==> src/rtl/fetch_prefetch_queue_if.sv <==
// Fetch front-end bus: instruction-memory read port plus the core-facing instruction stream.
// master = fetch unit, slave = memory/core environment.
interface fetch_prefetch_queue_if #(
    parameter int p_WORD_LEN = 16,
    parameter int p_ADDR_LEN = 16,
    parameter int p_DEPTH    = 4
);
    localparam int CW = $clog2(p_DEPTH) + 1;

    logic                  o_imem_req;
    logic [p_ADDR_LEN-1:0] o_imem_addr;
    logic [p_WORD_LEN-1:0] i_imem_data;
    logic                  i_stall;
    logic                  i_redirect;
    logic [p_ADDR_LEN-1:0] i_redirect_pc;
    logic [p_WORD_LEN-1:0] o_inst;
    logic [p_ADDR_LEN-1:0] o_inst_pc;
    logic                  o_inst_valid;
    logic [CW-1:0]         o_count;

    modport master (
        output o_imem_req, o_imem_addr, o_inst, o_inst_pc, o_inst_valid, o_count,
        input  i_imem_data, i_stall, i_redirect, i_redirect_pc
    );

    modport slave (
        input  o_imem_req, o_imem_addr, o_inst, o_inst_pc, o_inst_valid, o_count,
        output i_imem_data, i_stall, i_redirect, i_redirect_pc
    );
endinterface

==> src/rtl/fetch_prefetch_queue.sv <==
// Sequential instruction prefetcher: issues word reads to a 1-cycle synchronous memory and
// queues {word, pc} pairs for the core; a redirect flushes everything and restarts at a new PC.
module fetch_prefetch_queue #(
    parameter int                  p_WORD_LEN = 16,
    parameter int                  p_ADDR_LEN = 16,
    parameter int                  p_DEPTH    = 4,
    parameter logic [p_ADDR_LEN-1:0] p_RESET_PC = '0
) (
    input  logic                   i_clk,
    input  logic                   i_rst,
    fetch_prefetch_queue_if.master bus
);
    localparam int PW = $clog2(p_DEPTH);
    localparam int CW = PW + 1;

    logic [p_ADDR_LEN-1:0] fetch_pc_q, fetch_pc_d;
    logic [p_ADDR_LEN-1:0] infl_pc_q, infl_pc_d;
    logic                  infl_q, infl_d;
    logic [PW-1:0]         rd_ptr_q, rd_ptr_d;
    logic [PW-1:0]         wr_ptr_q, wr_ptr_d;
    logic [CW-1:0]         count_q, count_d;

    logic [p_DEPTH-1:0][p_WORD_LEN-1:0] word_q;
    logic [p_DEPTH-1:0][p_ADDR_LEN-1:0] pc_q;

    logic req, push, pop, empty;

    assign empty = (count_q == '0);

    // Credit counts the in-flight word but not this cycle's pop, keeping i_stall off the req path.
    assign req  = !i_rst && !bus.i_redirect && ((count_q + CW'(infl_q)) < CW'(p_DEPTH));
    assign push = infl_q && !bus.i_redirect;
    assign pop  = !empty && !bus.i_stall && !bus.i_redirect;

    always_comb begin
        fetch_pc_d = fetch_pc_q;
        infl_pc_d  = infl_pc_q;
        infl_d     = infl_q;
        rd_ptr_d   = rd_ptr_q;
        wr_ptr_d   = wr_ptr_q;
        count_d    = count_q;
        if (bus.i_redirect) begin
            fetch_pc_d = bus.i_redirect_pc;
            infl_d     = 1'b0;
            rd_ptr_d   = '0;
            wr_ptr_d   = '0;
            count_d    = '0;
        end else begin
            infl_d = req;
            if (req) begin
                fetch_pc_d = fetch_pc_q + 1'b1;
                infl_pc_d  = fetch_pc_q;
            end
            if (push) wr_ptr_d = wr_ptr_q + 1'b1;
            if (pop)  rd_ptr_d = rd_ptr_q + 1'b1;
            count_d = count_q + CW'(push) - CW'(pop);
        end
    end

    always_ff @(posedge i_clk or posedge i_rst) begin
        if (i_rst) begin
            fetch_pc_q <= p_RESET_PC;
            infl_pc_q  <= '0;
            infl_q     <= 1'b0;
            rd_ptr_q   <= '0;
            wr_ptr_q   <= '0;
            count_q    <= '0;
        end else begin
            fetch_pc_q <= fetch_pc_d;
            infl_pc_q  <= infl_pc_d;
            infl_q     <= infl_d;
            rd_ptr_q   <= rd_ptr_d;
            wr_ptr_q   <= wr_ptr_d;
            count_q    <= count_d;
        end
    end

    // Storage needs no reset: entries are only read while count says they are valid.
    always_ff @(posedge i_clk) begin
        if (push) begin
            word_q[wr_ptr_q] <= bus.i_imem_data;
            pc_q[wr_ptr_q]   <= infl_pc_q;
        end
    end

    assign bus.o_imem_req   = req;
    assign bus.o_imem_addr  = fetch_pc_q;
    assign bus.o_inst_valid = !empty;
    assign bus.o_inst       = empty ? '0 : word_q[rd_ptr_q];
    assign bus.o_inst_pc    = empty ? '0 : pc_q[rd_ptr_q];
    assign bus.o_count      = count_q;
endmodule
==> src/flat_wrapper.sv <==
// flat-port wrapper written by rule: the top's interface ports become plain ports
module fetch_prefetch_queue_flat 
#(
    parameter int                  p_WORD_LEN = 16,
    parameter int                  p_ADDR_LEN = 16,
    parameter int                  p_DEPTH    = 4,
    parameter logic [p_ADDR_LEN-1:0] p_RESET_PC = '0
)
  (i_clk, i_rst, bus_o_imem_req, bus_o_imem_addr, bus_o_inst, bus_o_inst_pc, bus_o_inst_valid, bus_o_count, bus_i_imem_data, bus_i_stall, bus_i_redirect, bus_i_redirect_pc);
  fetch_prefetch_queue_if #(.p_WORD_LEN(p_WORD_LEN), .p_ADDR_LEN(p_ADDR_LEN), .p_DEPTH(p_DEPTH)) bus_i ();
  input  logic i_clk;
  input  logic i_rst;
  output wire logic [$bits(bus_i.o_imem_req)-1:0] bus_o_imem_req;
  output wire logic [$bits(bus_i.o_imem_addr)-1:0] bus_o_imem_addr;
  output wire logic [$bits(bus_i.o_inst)-1:0] bus_o_inst;
  output wire logic [$bits(bus_i.o_inst_pc)-1:0] bus_o_inst_pc;
  output wire logic [$bits(bus_i.o_inst_valid)-1:0] bus_o_inst_valid;
  output wire logic [$bits(bus_i.o_count)-1:0] bus_o_count;
  input wire logic [$bits(bus_i.i_imem_data)-1:0] bus_i_imem_data;
  input wire logic [$bits(bus_i.i_stall)-1:0] bus_i_stall;
  input wire logic [$bits(bus_i.i_redirect)-1:0] bus_i_redirect;
  input wire logic [$bits(bus_i.i_redirect_pc)-1:0] bus_i_redirect_pc;
  assign bus_o_imem_req = bus_i.o_imem_req;
  assign bus_o_imem_addr = bus_i.o_imem_addr;
  assign bus_o_inst = bus_i.o_inst;
  assign bus_o_inst_pc = bus_i.o_inst_pc;
  assign bus_o_inst_valid = bus_i.o_inst_valid;
  assign bus_o_count = bus_i.o_count;
  assign bus_i.i_imem_data = bus_i_imem_data;
  assign bus_i.i_stall = bus_i_stall;
  assign bus_i.i_redirect = bus_i_redirect;
  assign bus_i.i_redirect_pc = bus_i_redirect_pc;
  fetch_prefetch_queue #(.p_WORD_LEN(p_WORD_LEN), .p_ADDR_LEN(p_ADDR_LEN), .p_DEPTH(p_DEPTH), .p_RESET_PC(p_RESET_PC)) u_core (.i_clk(i_clk), .i_rst(i_rst), .bus(bus_i));
endmodule
==> config.mk <==
export PLATFORM = sky130hd
export DESIGN_NAME = fetch_prefetch_queue_flat
export DESIGN_NICKNAME = d
export VERILOG_FILES = /design/src/rtl/fetch_prefetch_queue_if.sv /design/src/rtl/fetch_prefetch_queue.sv /design/src/flat_wrapper.sv
export SDC_FILE = /design/constraint.sdc
export NUM_CORES = 1
export LEC_CHECK = 0
export BUFFER_PORTS_ARGS = -buffer_cell sky130_fd_sc_hd__buf_2
export CAP_MARGIN = 0
export CORE_AREA = 2 2 81 161
export DETAILED_ROUTE_END_ITERATION = 8
export DIE_AREA = 0 0 83 163
export HOLD_SLACK_MARGIN = 0.08
export PLACE_DENSITY = 0.78
export SLEW_MARGIN = 20
export SYNTH_ARGS = -nofsm -noshare
export SYNTH_HDL_FRONTEND = slang
export SYNTH_SLANG_ARGS = --single-unit
==> constraint.sdc <==
create_clock -name i_clk -period 2.87 [get_ports i_clk]
set_input_delay 0.287 -clock i_clk [delete_from_list [all_inputs] [get_ports i_clk]]
set_output_delay 0.287 -clock i_clk [all_outputs]
set_load 0.01 [all_outputs]
==> results.toml, run 1 <==
[layout]
num_antenna_cells = 0
fin_nets = 551
layout-drive-gt1-share = 0.346
final_cell_mix = "128 x edfxtp_1, 88 x buf_2, 39 x dfrtp_1"
final_common_cell = "edfxtp_1"
final_util = 0.669
instances_no_fill = 670
area_delta_synth_final_pct = 20.2

[routing]
firstDrtPassIters = 4
dr.first_iter.drc_count = 188
avgRoutedWirePerCell_um = 19.3
antenna_left = 0
wl_um = 13000
vias = 3859
drc = 0
vias_per_cell = 5.76

[place]
post-place-cells = 627
portBuffers = 88
gp_congestion = 0.762
dp_hpwl_um = 7970
dp_slack_ns = 0.591

[yosys]
yosys.area.top_type = "edfxtp_1"
synthFlopType = "edfxtp_1"
async_flop_share = 0.238
ys_types = 43
ys_ff_latch = 168
synth_edf_count = 128
synth_nets = 442
synth_cells = 398
syn_area_sq_um = 6910
synth.area.top_cells = "edfxtp_1 56%, dfrtp_1 14%, mux4_2 10%"
seq_area_frac_synth = 0.701
synth_top_area_share = 0.556
yosysWarningCount = 0
synth_area_per_cell_sq_um = 17.4

[cts]
clkTransAtPathRegs_ns = 0.06
cts_tree = "yes"
numCtsBuffers = 17
cts-root-buf = "clkbuf_16"
cts_setup_buffers = 0
cts-htree-levels = 4
max-clock-path-buffers = 2
insertion_delay_ns = 0.41
cts.sinks = 168

[sta]
max_slew_margin = 0.583
skew_ns = 0.00838
setup_viol = 0
min_period_ns = 2.64
fmax_ghz = 0.378
setup_slack_ns = 0.227
rsz0062_at_grt = "no"
finalCritPeriodShare = 0.921
drv_slew = 0
hold_viol = 0
tightest_slew_ns = 0.626
setup_tns_ns = 0

[power_and_ir_drop]
peakVddDrop_uv = 781
cellPowerDensity_nw_per_um2 = 817
p_leak_nw = 3.00

[run_status]
outcome = "finished, final reports clean"

[floorplanning]
die_h_um = 163
io_pins = 89
die_area_sq_um = 13500
chipWidth_um = 83
core_area_sq_um = 12400
num_rows = 58
start_util = 0.557

[global_route]
first_global_vias = 3905
antenna_found_initial = 0
grt_usage = 0.201
gr-total-overflow = 0
grt_pass1_wl_um = 20800
grt_start_max_net_pins = 41

[critical_path]
required_ns = 2.58
crit_type = "flop to output pin"
worstPathMaxFanout = 19
critical_path_arrival_ns = 2.36
critPathCaptureType = "output pin"
crit_path_start_kind = "flop"

[run]
drv_cap = 0

[min_path]
hold_path_class = "input port to flop"
## kinds of logic (layout without fill, tap and decap cells)
logic type / Yosys count / after routing / share of synthesized area
and+or+nand+nor: 107 / 107 / 0.0933
DFF: 168 / 168 / 0.701
xor gates and xnor gates: 5 / 5 / 0.00743
AOI/OAI and AO/OA: 30 / 30 / 0.0299
buffers and inverters: 29 / 151 / 0.0176
muxes: 51 / 51 / 0.135
adders and majority gates: 8 / 8 / 0.0156
## cells in the mapped netlist, types with 2 or more instances
cell      instances
edfxtp_1        128
dfrtp_1          40
nor2b_1          34
mux4_2           32
nor2_1           18
a31oi_1          12
clkbuf_1         12
or4_1            11
mux2_1            9
nand3_1           9
inv_1             8
mux2_2            8
nand2_1           8
o31ai_1           8
buf_2             7
ha_1              7
nor3_1            5
and2_1            4
o211ai_1          4
nand4_1           3
o41ai_1           3
or3_1             3
xnor2_1           3
mux2i_1           2
nand4b_1          2
## routing by layer
layer | wire length [um] | global-route usage | up-vias
li1 | - | - | 1783
met1 | 5390 | 0.260 | 1944
met2 | 6810 | 0.335 | 112
met3 | 527 | 0.0431 | 20
met4 | 224 | 0.0768 | 0
met5 | 0 | 0 | -
## where the power goes
part / switching (mW) / internal [mW]
combinational: 0.687 / 0.681
clock: 0.853 / 1.36
sequential: 0.265 / 2.94
total: 1.80 / 4.98
## state kept, by name (all words and copies together), names as in the netlist
register	flops
u_core.bus.o_count	3
u_core.word_q	64
u_core.bus.o_imem_addr	16
u_core.infl_q	1
u_core.infl_pc_q	16
u_core.wr_ptr_q	2
u_core.pc_q	64
u_core.rd_ptr_q	2
## area by class of cell
cell class / count / area, sq um
Sequential cell: 168 / 4850
Fill cell: 838 / 4110
Multi-Input combinational cell: 201 / 1950
Timing Repair Buffer: 110 / 696
Clock buffer: 19 / 433
Tap cell: 150 / 188
Clock inverter: 13 / 154
Inverter: 9 / 33.8
## critical path, stage by stage, from the launching register on
cell and delay, ns:
dfrtp_2 0.77, buf_4 0.34, mux4_2 0.53, nor2b_1 0.15, buf_2 0.15
## final timing paths
path	startpoint	end	slack [ns]	depth (start not counted)
worst min register to register	u_core.infl_pc_q[1]$_DFFE_PP0P_	u_core.pc_q[33]$_DFFE_PP_	0.51	0
max in group asynchronous	i_rst	u_core.rd_ptr_q[0]$_DFFE_PP0P_	2.35	3
worst min-delay path	bus_i_imem_data[9]	u_core.word_q[9]$_DFFE_PP_	0.09	1
worst max register to register	u_core.bus.o_count[1]$_DFF_PP0_	u_core.infl_pc_q[15]$_DFFE_PP0P_	0.83	5
worst max-delay path	u_core.rd_ptr_q[0]$_DFFE_PP0P_	bus_o_inst[7]	0.23	4
min in group asynchronous	i_rst	u_core.bus.o_imem_addr[5]$_DFFE_PP0P_	0.14	3
## stage by stage
stage / hold WS [ns] / cell area (sq um) / power (mW)
finish: 0.0938 / 8300 / 6.78
global route: 0.0814 / 8300 / 7.09
CTS: 0.0806 / 8300 / 6.86
detailed placement: 0.501 / 7600 / 4.63
global placement: 0.488 / 7600 / 4.57
floorplan: 0.386 / 6910 / 4.09
## timing repair
action	in CTS	in global routing
endpoints found under the hold margin	32	0
hold buffers	11	0
gates resized for setup	0	0
Power figures use the tool's default switching activity.
==> inputs of run 2 (changes only) <==
--- a/config.mk
+++ b/config.mk
@@ -10,6 +10,7 @@
 export CORE_AREA = 2 2 81 161
 export DETAILED_ROUTE_END_ITERATION = 8
 export DIE_AREA = 0 0 83 163
+export GPL_TIMING_DRIVEN = 0
 export HOLD_SLACK_MARGIN = 0.08
 export PLACE_DENSITY = 0.78
 export SLEW_MARGIN = 20
==> results.toml, run 2 (synthesis gave the netlist of run 1 again) <==
[sta]
min_period_ns = 2.58
tightest_slew_ns = 0.699
drv_slew = 0
hold_viol = 0
skew_ns = 0.0115
hold_ws_ns = 0.0901
finalCritPeriodShare = 0.900
setup_tns_ns = 0
setup_viol = 0
rsz0062_at_grt = "no"
max_slew_margin = 0.534
fmax_ghz = 0.387

[layout]
layout-drive-gt1-share = 0.344
fin_nets = 566
regArea_sq_um = 4840
reg_top3 = "u_core.pc_q: 64 flops, u_core.word_q: 64 flops"
final_cell_mix = "128 x edfxtp_1, 95 x buf_2, 40 x dfrtp_1"
area_delta_synth_final_pct = 21.1
num_antenna_cells = 0
final_common_cell = "edfxtp_1"
final_util = 0.674
nFillCells = 841
final_area_sq_um = 8370
multiInputGateArea_sq_um = 1960

[critical_path]
critPathCaptureType = "output pin"
required_ns = 2.58
crit_family = "buffers and inverters"
timing.rr.start = "u_core.bus.o_count[2]$_DFF_PP0_"
crit_type = "flop to output pin"
endpoint = "bus_o_inst_pc[1]"
ff2ff_setup_slack_ns = 0.34
cpMaxStageDelayCell = "clkbuf_1"
critical_path_arrival_ns = 2.30
rr_endpoint = "u_core.bus.o_count[2]$_DFF_PP0_"
critical_path_depth = 5
worstPathMaxFanout = 10
slowest_delay_ns = 0.57
worstRegToRegCells = 10
crit_path_start_kind = "flop"
crit_start = "u_core.rd_ptr_q[1]$_DFFE_PP0P_"
crit_path_frequent_cell = "clkbuf_1"
worstPathCellList = "clkbuf_1, clkbuf_1, mux4_2, nor2b_1, buf_2"
path_buf_inv = 3

[routing]
avgRoutedWirePerCell_um = 19.7
wl_um = 13500
drc = 0
vias = 3952
dr.first_iter.drc_count = 277
vias_per_cell = 5.77
antenna_left = 0
firstDrtPassIters = 4

[cts]
cts.sinks = 168
cts-htree-levels = 4
clkTransAtPathRegs_ns = 0.06
cts-root-buf = "clkbuf_16"
max-clock-path-buffers = 2
numCtsBuffers = 17
insertion_delay_ns = 0.42
cts_tree = "yes"

[floorplanning]
core_area_sq_um = 12400
chipWidth_um = 83
io_pins = 89
die_area_sq_um = 13500
num_rows = 58
start_util = 0.557
die_h_um = 163

[place]
placed_cell_area_sq_um = 7650
portBuffers = 88
gp_congestion = 0.853
dp_hpwl_um = 8910

[global_route]
grt_pass1_wl_um = 21400
top_usage_layer = "met2"
antenna_found_initial = 0
grt_usage = 0.209
gr-total-overflow = 0
met1_usage = 0.271
first_global_vias = 4005
use_met2 = 0.356
grtUsageMet3 = 0.0416
grt_start_max_net_pins = 30

[run_status]
outcome = "finished, final reports clean"

[min_path]
hold_path_class = "input port to flop"

[power_and_ir_drop]
power_frac_seq = 0.462
cellPowerDensity_nw_per_um2 = 817
switching_share = 0.277
clkPwrFrac = 0.326
p_comb_frac = 0.212
p_switching_mw = 1.90
peakVddDrop_uv = 527
p_leak_nw = 3.03
internal_power_mw = 4.94

[run]
drv_cap = 0
run 2: changes by cell type in the layout (fill, tap and decap cells not counted), moves of 3 or more:
cell | before | now
inv_6 | 1 | 4
buf_4 | 6 | 1
clkinv_2 | 4 | 1
buf_2 | 88 | 95
clkbuf_1 | 2 | 12
run 2: area by class of cell:
type | instances | share of cell area
flip-flops and latches | 168 | 0.579
clock buffers | 19 | 0.0529
clock inverters | 13 | 0.0172
inverters | 9 | 0.00404
well taps | 150 | 0.0224
multi-input cells | 201 | 0.234
plain buffers | 20 | 0.0106
repair buffers | 105 | 0.0798
run 2: stage by stage:
| stage | power (mW) | instances | worst slack, ns |
|---|---|---|---|
| final | 6.84 | 685 | 0.286 |
| after global routing | 7.14 | 685 | 0.105 |
| after CTS | 6.89 | 685 | 0.113 |
| after detailed placement | 4.65 | 641 | -0.367 |
| after global placement | 4.59 | 636 | -0.342 |
| after floorplan | 4.09 | 398 | 0.274 |
run 2: routing by layer:
layer,part of all wire,vias to the layer above
met5,0,-
met2,0.53,145
met4,0.017,0
met3,0.051,19
li1,-,1806
met1,0.41,1982
run 2: power by group through the flow:
stage | Combinational, mW | Clock [mW] | Sequential [mW]
6_report | 1.45 | 2.23 | 3.16
5_1_grt | 1.59 | 2.35 | 3.20
4_1_cts | 1.48 | 2.26 | 3.16
3_5_place_dp | 1.45 | 0 | 3.20
3_3_place_gp | 1.41 | 0 | 3.17
2_1_floorplan | 0.949 | 0 | 3.14
run 2: how the worst min path moves through the flow:
stage / start / endpoint / slack [ns] / cells past startpoint
2_1_floorplan: bus_i_imem_data[0] / u_core.word_q[0]$_DFFE_PP_ / 0.39 / 0
3_3_place_gp: u_core.infl_pc_q[10]$_DFFE_PP0P_ / u_core.pc_q[58]$_DFFE_PP_ / 0.49 / 0
3_5_place_dp: i_rst / u_core.infl_pc_q[2]$_DFFE_PP0P_ / 0.47 / 3
4_1_cts: bus_i_imem_data[15] / u_core.word_q[47]$_DFFE_PP_ / 0.08 / 1
5_1_grt: bus_i_imem_data[0] / u_core.word_q[0]$_DFFE_PP_ / 0.08 / 1
6_report: bus_i_imem_data[1] / u_core.word_q[1]$_DFFE_PP_ / 0.09 / 1
run 2: repair_timing:
item	4_1_cts	5_1_grt
hold buffers	12	0
gates resized for setup	2	1
hold endpoints to repair	43	0
setup buffers	0	0
setup endpoints to repair	16	1
run 2: worst register-to-register path, stage by stage, from the launching register on:
cell and delay, ns:
dfrtp_1 0.51, nor3_4 0.37, clkbuf_2 0.35, nor3_1 0.08, ha_1 0.28, inv_1 0.06
ha_1 0.13, inv_1 0.04, fa_1 0.37, xnor2_1 0.16, nor2_1 0.05
